===== src/rtl/bk_audio_decim.sv =====
// PSG/speaker audio mixer with box-car decimation to registered 16-bit samples.
// Optional one-pole IIR smoothing after the decimator: define BK_AUDIO_LPF_EN.
module bk_audio_decim #(
  parameter int unsigned DECIM_LOG2 = 5,
  parameter int unsigned LPF_SHIFT  = 2
) (
  input  logic        clk_sys,
  input  logic        reset_n,
  input  logic        ce_psg,
  input  logic [7:0]  channel_a,
  input  logic [7:0]  channel_b,
  input  logic [7:0]  channel_c,
  input  logic [5:0]  psg_active,
  input  logic [2:0]  spk_out,
  output logic [15:0] audio_l,
  output logic [15:0] audio_r,
  output logic        sample_stb
);

  localparam int unsigned ACC_W = 10 + DECIM_LOG2;

  logic [9:0]            w_raw_l;
  logic [9:0]            w_raw_r;
  logic [ACC_W-1:0]      w_sum_l;
  logic [ACC_W-1:0]      w_sum_r;
  logic [15:0]           w_x_l;
  logic [15:0]           w_x_r;
  logic                  w_wrap;

  logic [DECIM_LOG2-1:0] r_cnt;
  logic [ACC_W-1:0]      r_acc_l;
  logic [ACC_W-1:0]      r_acc_r;
  logic [15:0]           r_audio_l;
  logic [15:0]           r_audio_r;
  logic                  r_stb;

  always_comb begin
    w_raw_l = '0;
    w_raw_r = '0;
    if (psg_active != '0) begin
      w_raw_l = {1'b0, channel_a, 1'b0} + {2'b0, channel_b} + {2'b0, spk_out, 5'b0};
      w_raw_r = {1'b0, channel_c, 1'b0} + {2'b0, channel_b} + {2'b0, spk_out, 5'b0};
    end else begin
      w_raw_l = {spk_out, 7'b0};
      w_raw_r = {spk_out, 7'b0};
    end
  end

  // Top 10 bits of the full-window sum are the truncated average.
  assign w_sum_l = r_acc_l + {{DECIM_LOG2{1'b0}}, w_raw_l};
  assign w_sum_r = r_acc_r + {{DECIM_LOG2{1'b0}}, w_raw_r};
  assign w_x_l   = {w_sum_l[ACC_W-1 -: 10], 6'b0};
  assign w_x_r   = {w_sum_r[ACC_W-1 -: 10], 6'b0};
  assign w_wrap  = ce_psg && (r_cnt == '1);

`ifdef BK_AUDIO_LPF_EN
  // y += (x - y) >>> LPF_SHIFT in 17-bit signed; floor shift keeps y within 0..x_max.
  function automatic logic [15:0] lpf_step(input logic [15:0] y, input logic [15:0] x);
    logic signed [16:0] d;
    logic signed [16:0] s;
    d = $signed({1'b0, x}) - $signed({1'b0, y});
    d = d >>> LPF_SHIFT;
    s = $signed({1'b0, y}) + d;
    return s[15:0];
  endfunction
`endif

  always_ff @(posedge clk_sys or negedge reset_n) begin
    if (!reset_n) begin
      r_cnt     <= '0;
      r_acc_l   <= '0;
      r_acc_r   <= '0;
      r_audio_l <= '0;
      r_audio_r <= '0;
      r_stb     <= 1'b0;
    end else begin
      r_stb <= 1'b0;
      if (ce_psg) begin
        r_cnt <= r_cnt + 1'b1;
        if (w_wrap) begin
          r_acc_l <= '0;
          r_acc_r <= '0;
          r_stb   <= 1'b1;
`ifdef BK_AUDIO_LPF_EN
          // The output register doubles as the filter state y.
          r_audio_l <= lpf_step(r_audio_l, w_x_l);
          r_audio_r <= lpf_step(r_audio_r, w_x_r);
`else
          r_audio_l <= w_x_l;
          r_audio_r <= w_x_r;
`endif
        end else begin
          r_acc_l <= w_sum_l;
          r_acc_r <= w_sum_r;
        end
      end
    end
  end

  assign audio_l    = r_audio_l;
  assign audio_r    = r_audio_r;
  assign sample_stb = r_stb;

endmodule


===== config.mk =====
export PLATFORM = sky130hd
export DESIGN_NAME = bk_audio_decim
export DESIGN_NICKNAME = d
export VERILOG_FILES = /design/src/rtl/bk_audio_decim.sv
export SDC_FILE = /design/constraint.sdc
export NUM_CORES = 1
export LEC_CHECK = 0
export BUFFER_PORTS_ARGS = -buffer_cell sky130_fd_sc_hd__buf_2
export CORE_MARGIN = 1
export CORE_UTILIZATION = 55
export DETAILED_ROUTE_END_ITERATION = 6
export PLACE_DENSITY = 0.79
export SKIP_LAST_GASP = 1
export SYNTH_ARGS = -nofsm -noshare
export SYNTH_HDL_FRONTEND = slang
export SYNTH_SLANG_ARGS = --single-unit

===== constraint.sdc =====
create_clock -name clk_sys -period 2.7 [get_ports clk_sys]
set_clock_uncertainty 0.2 [all_clocks]
set_input_delay 0.27 -clock clk_sys [delete_from_list [all_inputs] [get_ports clk_sys]]
set_output_delay 0.27 -clock clk_sys [all_outputs]
set_load 0.02 [all_outputs]

# Word-level counts from Yosys, hierarchy flattened
# Index checks and enable logic that the tools add are counted.
# word_totals
regBits,56
inputBits,36
out_inout_bits,33
wordCells,23
# classes
n_addsub,7
n_eq_ne,1
mux,6
n_reduce_logical,3
# op_table
cell,n
$add A15 B10 Y15,2
$mux W15,2
$add A10 B8 Y10,2
$add A9 B8 Y10,2
$mux W10,2
$reduce_bool A6 Y1,1
$add A5 B1 Y5 const B,1
$eq A5 B5 Y1 const B,1
$mux W1,2
$reduce_and A2 Y1,1
$logic_and A1 B1 Y1,1

# Longest topological paths before layout
# depth
depth_word,5
mapped_depth,16
mapped_depth_nobuf,16

# Worst setup path before layout
# OpenSTA, ideal clock, no wires.
# synth_path
path_kind,input-to-reg
start,input channel_b[2]
end,register r_acc_r[14]
setup_ns,0.121
t_arrival_ns,3.283
required_time_ns,2.379
path_slack_ns,-0.904
stages,16
n_path_buf,0
cell_sequence,ha_1 ha_1 fa_1 a21o_1 a21oi_1 o21bai_1 a21oi_1 xor2_1 o21ai_0 ha_1 and3_4 o211ai_4 o221ai_4 and3_4 o21ai_1 a22o_1
# synth_via
elab_chain_cells,5
# synth_lines
element,line,source
"start, declared",11,"input logic [7:0] channel_b,"
$add A9 B8 Y10,42,"w_raw_r = {1'b0, channel_c, 1'b0} + {2'b0, channel_b} + {2'b0, spk_out, 5'b0};"
$add A10 B8 Y10,42,
$mux W10,40,if (psg_active != '0) begin
$add A15 B10 Y15,51,"assign w_sum_r = r_acc_r + {{DECIM_LOG2{1'b0}}, w_raw_r};"
$mux W15,80,if (w_wrap) begin
"end signal, assigned",94,r_acc_r <= w_sum_r;
"end, declared",32,logic [ACC_W-1:0] r_acc_r;
# No other way between the ends.
# A chain may end at the register's enable or synchronous reset.

# Worst setup path in the final report
# layout_path
start,input channel_c[1]
end,register r_acc_r[14]
# layout_via
elab_chain_cells,5
# layout_lines
element,line,source
"start, declared",12,"input logic [7:0] channel_c,"
$add A9 B8 Y10,42,
$add A10 B8 Y10,42,
$mux W10,40,
$add A15 B10 Y15,51,
$mux W15,80,
# No other way between the ends.

==> results.md <==
- Highest clock rate: 288 MHz
- GRT Total Usage: 28.7%
- H-tree levels: 2
- R2R setup slack: 0.14 ns
- Fin crit period: 3.48 ns
- Crit path required time: roughly 2.7 ns
- Post-synth EDFFs: 0
- Switching power of the nets: 3320 uW
- Power Density: 1180 mW/mm^2
- DP Wirelength: 7620 um
- Status: finished, violations left
- DRC violations left: 0
- Place WS: -0.932 ns
- Total core area: 0.00733 sq mm
- Final wirelength: 13700 um
- Max VDD drop: 0.652 mV
- Number of port buffers: 56
- Actual slew at the worst max-slew pin: ~1.2 ns
- Sw Ratio: 45.9%
- CTS buffer count: 5
- Antenna violations before repair: 0
- Yosys top cell area share: 33.2%
- WL per Instance: about 20 um
- Final Hold Fails: 0
- Clock share of power: under 10%
- HP Class: primary input to flip-flop
- Vert. Die Dim: 89.5 um
- CP delay by family, top: compound AO/OA/AOI/OAI gates
- First-pass GRT wire length: about 17000 um
- WS Path Type: primary input to flip-flop
- MaxCap Viol Count: 0
- Layout area overhead: 45.4%
- Ranking of synthesized cells by area: dfrtp_1, ha_1, xnor2_1
- Die ar.: 0.00802 sq mm
- Buf/Inv on CP: 1
- # IOs: 69
- Unrepaired setup endpoints after global routing: yes
- Ratio of cells with drive above 1 in the final layout: 47.6%
- Die Wd: 89.5 um
- Worst hold start: ce_psg
- Pin count of the biggest net entering global routing: 30
- Netlist cell types: 58
- Vias in the first global route: 3808
- Final setup violating endpoints: 41
- Final period util: 129%
- Critical Path, Cell by Cell: buf_6 -> ha_4 -> ha_4 -> fa_2 -> a21o_1 -> a21oi_2 -> o21bai_1 -> a21oi_2 -> xor2_1 -> o21ai_1 -> ha_1 -> and3_4 -> o211ai_4 -> o221ai_4 -> and3_4 -> o21ai_1 -> a22o_1
- Yosys reg bits: 56
- Post-synth top cells: dfrtp_1, nand2_1, ha_1
- Critical Path End Type: flip-flop
- Flop pwr share: between 20% and 30%
- Synthesis Warnings: 0
- Via count: about 4.2k
- Starting DRT DRC Count: 340
- Final antenna-violating net count: 0
- Seq/Total Area, Yosys: 33.2%
- Area of the mapped netlist: between 0.004 and 0.005 sq mm
- Clock sinks: 56
- Via/cell ratio: 6.20
- Synth Area per Inst: 9.60 sq um
- Worst Setup Start Kind: primary input
- Ant diodes: 0
- Int Power: between 3000 and 4000 uW
- Failing checks: negative setup slack
- Leak pwr: 0.00291 uW
- Final worst slack: -0.776 ns
- Pre-antenna DRT Iters: 5
- # rows: 31
- Comb pwr share: 71.7%
- Nets: between 600 and 700
- Max incr delay on CP: 0.37 ns
- Crit Path Max Fanout: 4
- Critical path data arrival time: 3.49 ns
- Clock tree buffer depth: 2
- Worst path slowest cell: fa_2
- Initial Util: between 50 and 60%
- Max Slew Vio Count: 0
- Root Buffer Master: clkbuf_8
- Layout Utilization: 83.6%
- Final RePlAce weighted congestion: 0.867
- Ys async rst share: 100%
- CP Launch Point: channel_c[1]
- Reg-to-reg startpoint: r_acc_r[0]
- CTS tree: yes
- Congestion Overflow GR: 0
- Most frequent cell after synthesis: dfrtp_1
- Yosys top cell by area: dfrtp_1
- Relative slew margins: 19.6%
- Ys flop type: dfrtp_1
- Worst skew pair latency: 0.31 ns
- Syn Inst Count: 439
- Reg clk slew, reported paths: 0.11 ns
- Fin Hold WS: 0.209 ns
## stage by stage
step | power (uW) | setup TNS (ns) | instance area [sq um] | std cells
CTS | 6180 | -13.56 | 5720 | 668
global route | 7610 | -22.97 | 6130 | 681
finish | 7240 | -18.99 | 6130 | 681
detailed placement | 5240 | -30.01 | 5290 | 647
floorplan | 3960 | -13.45 | 4530 | 450
global placement | 5060 | -27.94 | 5290 | 647
## power by group through the flow
stage / clock network, uW / logic (uW) / registers (uW)
finish: 467 / 5190 / 1580
detailed placement: 0 / 3730 / 1510
global placement: 0 / 3580 / 1480
floorplan: 0 / 2380 / 1580
CTS: 461 / 4220 / 1500
global route: 501 / 5500 / 1610
## final cells by class
cell class                 count  area (sq um)
clock buffer                   6          72.6
tap                           99           124
timing repair buffer         154          1130
sequential                    56          1400
multi-input combinational    345          3290
clock inverter                 1          8.76
fill                         368          1200
inverter                      20           103
## cells in the final DEF, fill, tap and decap left out, drive strengths merged, types with 3 or more instances in the layout
cell type  instances
a211oi             8
a21o              12
a21oi             19
a22o               3
a31o               4
and3               5
buf              153
clkbuf             6
conb              12
dfrtp             56
fa                10
ha                46
inv               21
nand2             48
nand3              3
nand4              4
nor2              25
nor2b             11
o21a               3
o21ai             44
o21bai             7
o2bb2ai           13
o31ai              7
o41ai              3
xnor2             24
xor2               9
## cells by family (layout without fill, tap and decap cells)
family          Yosys count  after routing  synth area share, %
flops                    56             56                 33.2
mux                       3              3                0.772
fa+ha+maj                56             56                 18.4
compound gates          138            138                 23.4
buf+inv                  49            181                 5.88
other cells               1             12               0.0890
simple gates            103            103                 11.4
xor+xnor                 33             33                 6.86
## flip-flops by register name (all words and copies together), names as in the netlist
signal,cells
audio_l,10
r_acc_r,15
r_acc_l,15
r_cnt,5
sample_stb,1
audio_r,10
## worst reg2reg max path: stages (launching register included)
cell and delay, ns:
dfrtp_1 0.42, ha_4 0.17, fa_2 0.38, a211oi_4 0.29, buf_4 0.17, nor2_4 0.04, o21ai_2 0.20, a21boi_2 0.10
xnor2_2 0.17, o31ai_1 0.32
## metal layers
layer	vias up	track usage (%)	part of all wire [%]
met3	94	4.34	5.7
met4	0	13.3	6.7
li1	1819	-	-
met2	253	52.1	51
met5	-	0	0
met1	2056	33.1	37
## repair_timing
item	in CTS	in global routing
endpoints found under the hold margin	21	0
endpoints found under the setup margin	41	42
buffers inserted	16	17
hold buffers	1	0
pin swaps	69	41
gates resized for setup	56	61
gates cloned	0	0
## final timing paths
| path | end | cells past startpoint |
|---|---|---|
| max | r_acc_r[14] | 17 |
| min | r_cnt[2] | 3 |
| max reg2reg | r_acc_r[8] | 9 |
| min reg2reg | r_cnt[3] | 1 |
| max in group asynchronous | r_acc_l[1] | 3 |
| min in group asynchronous | r_acc_l[14] | 2 |
Note: power is estimated with default switching activity, not from simulation.
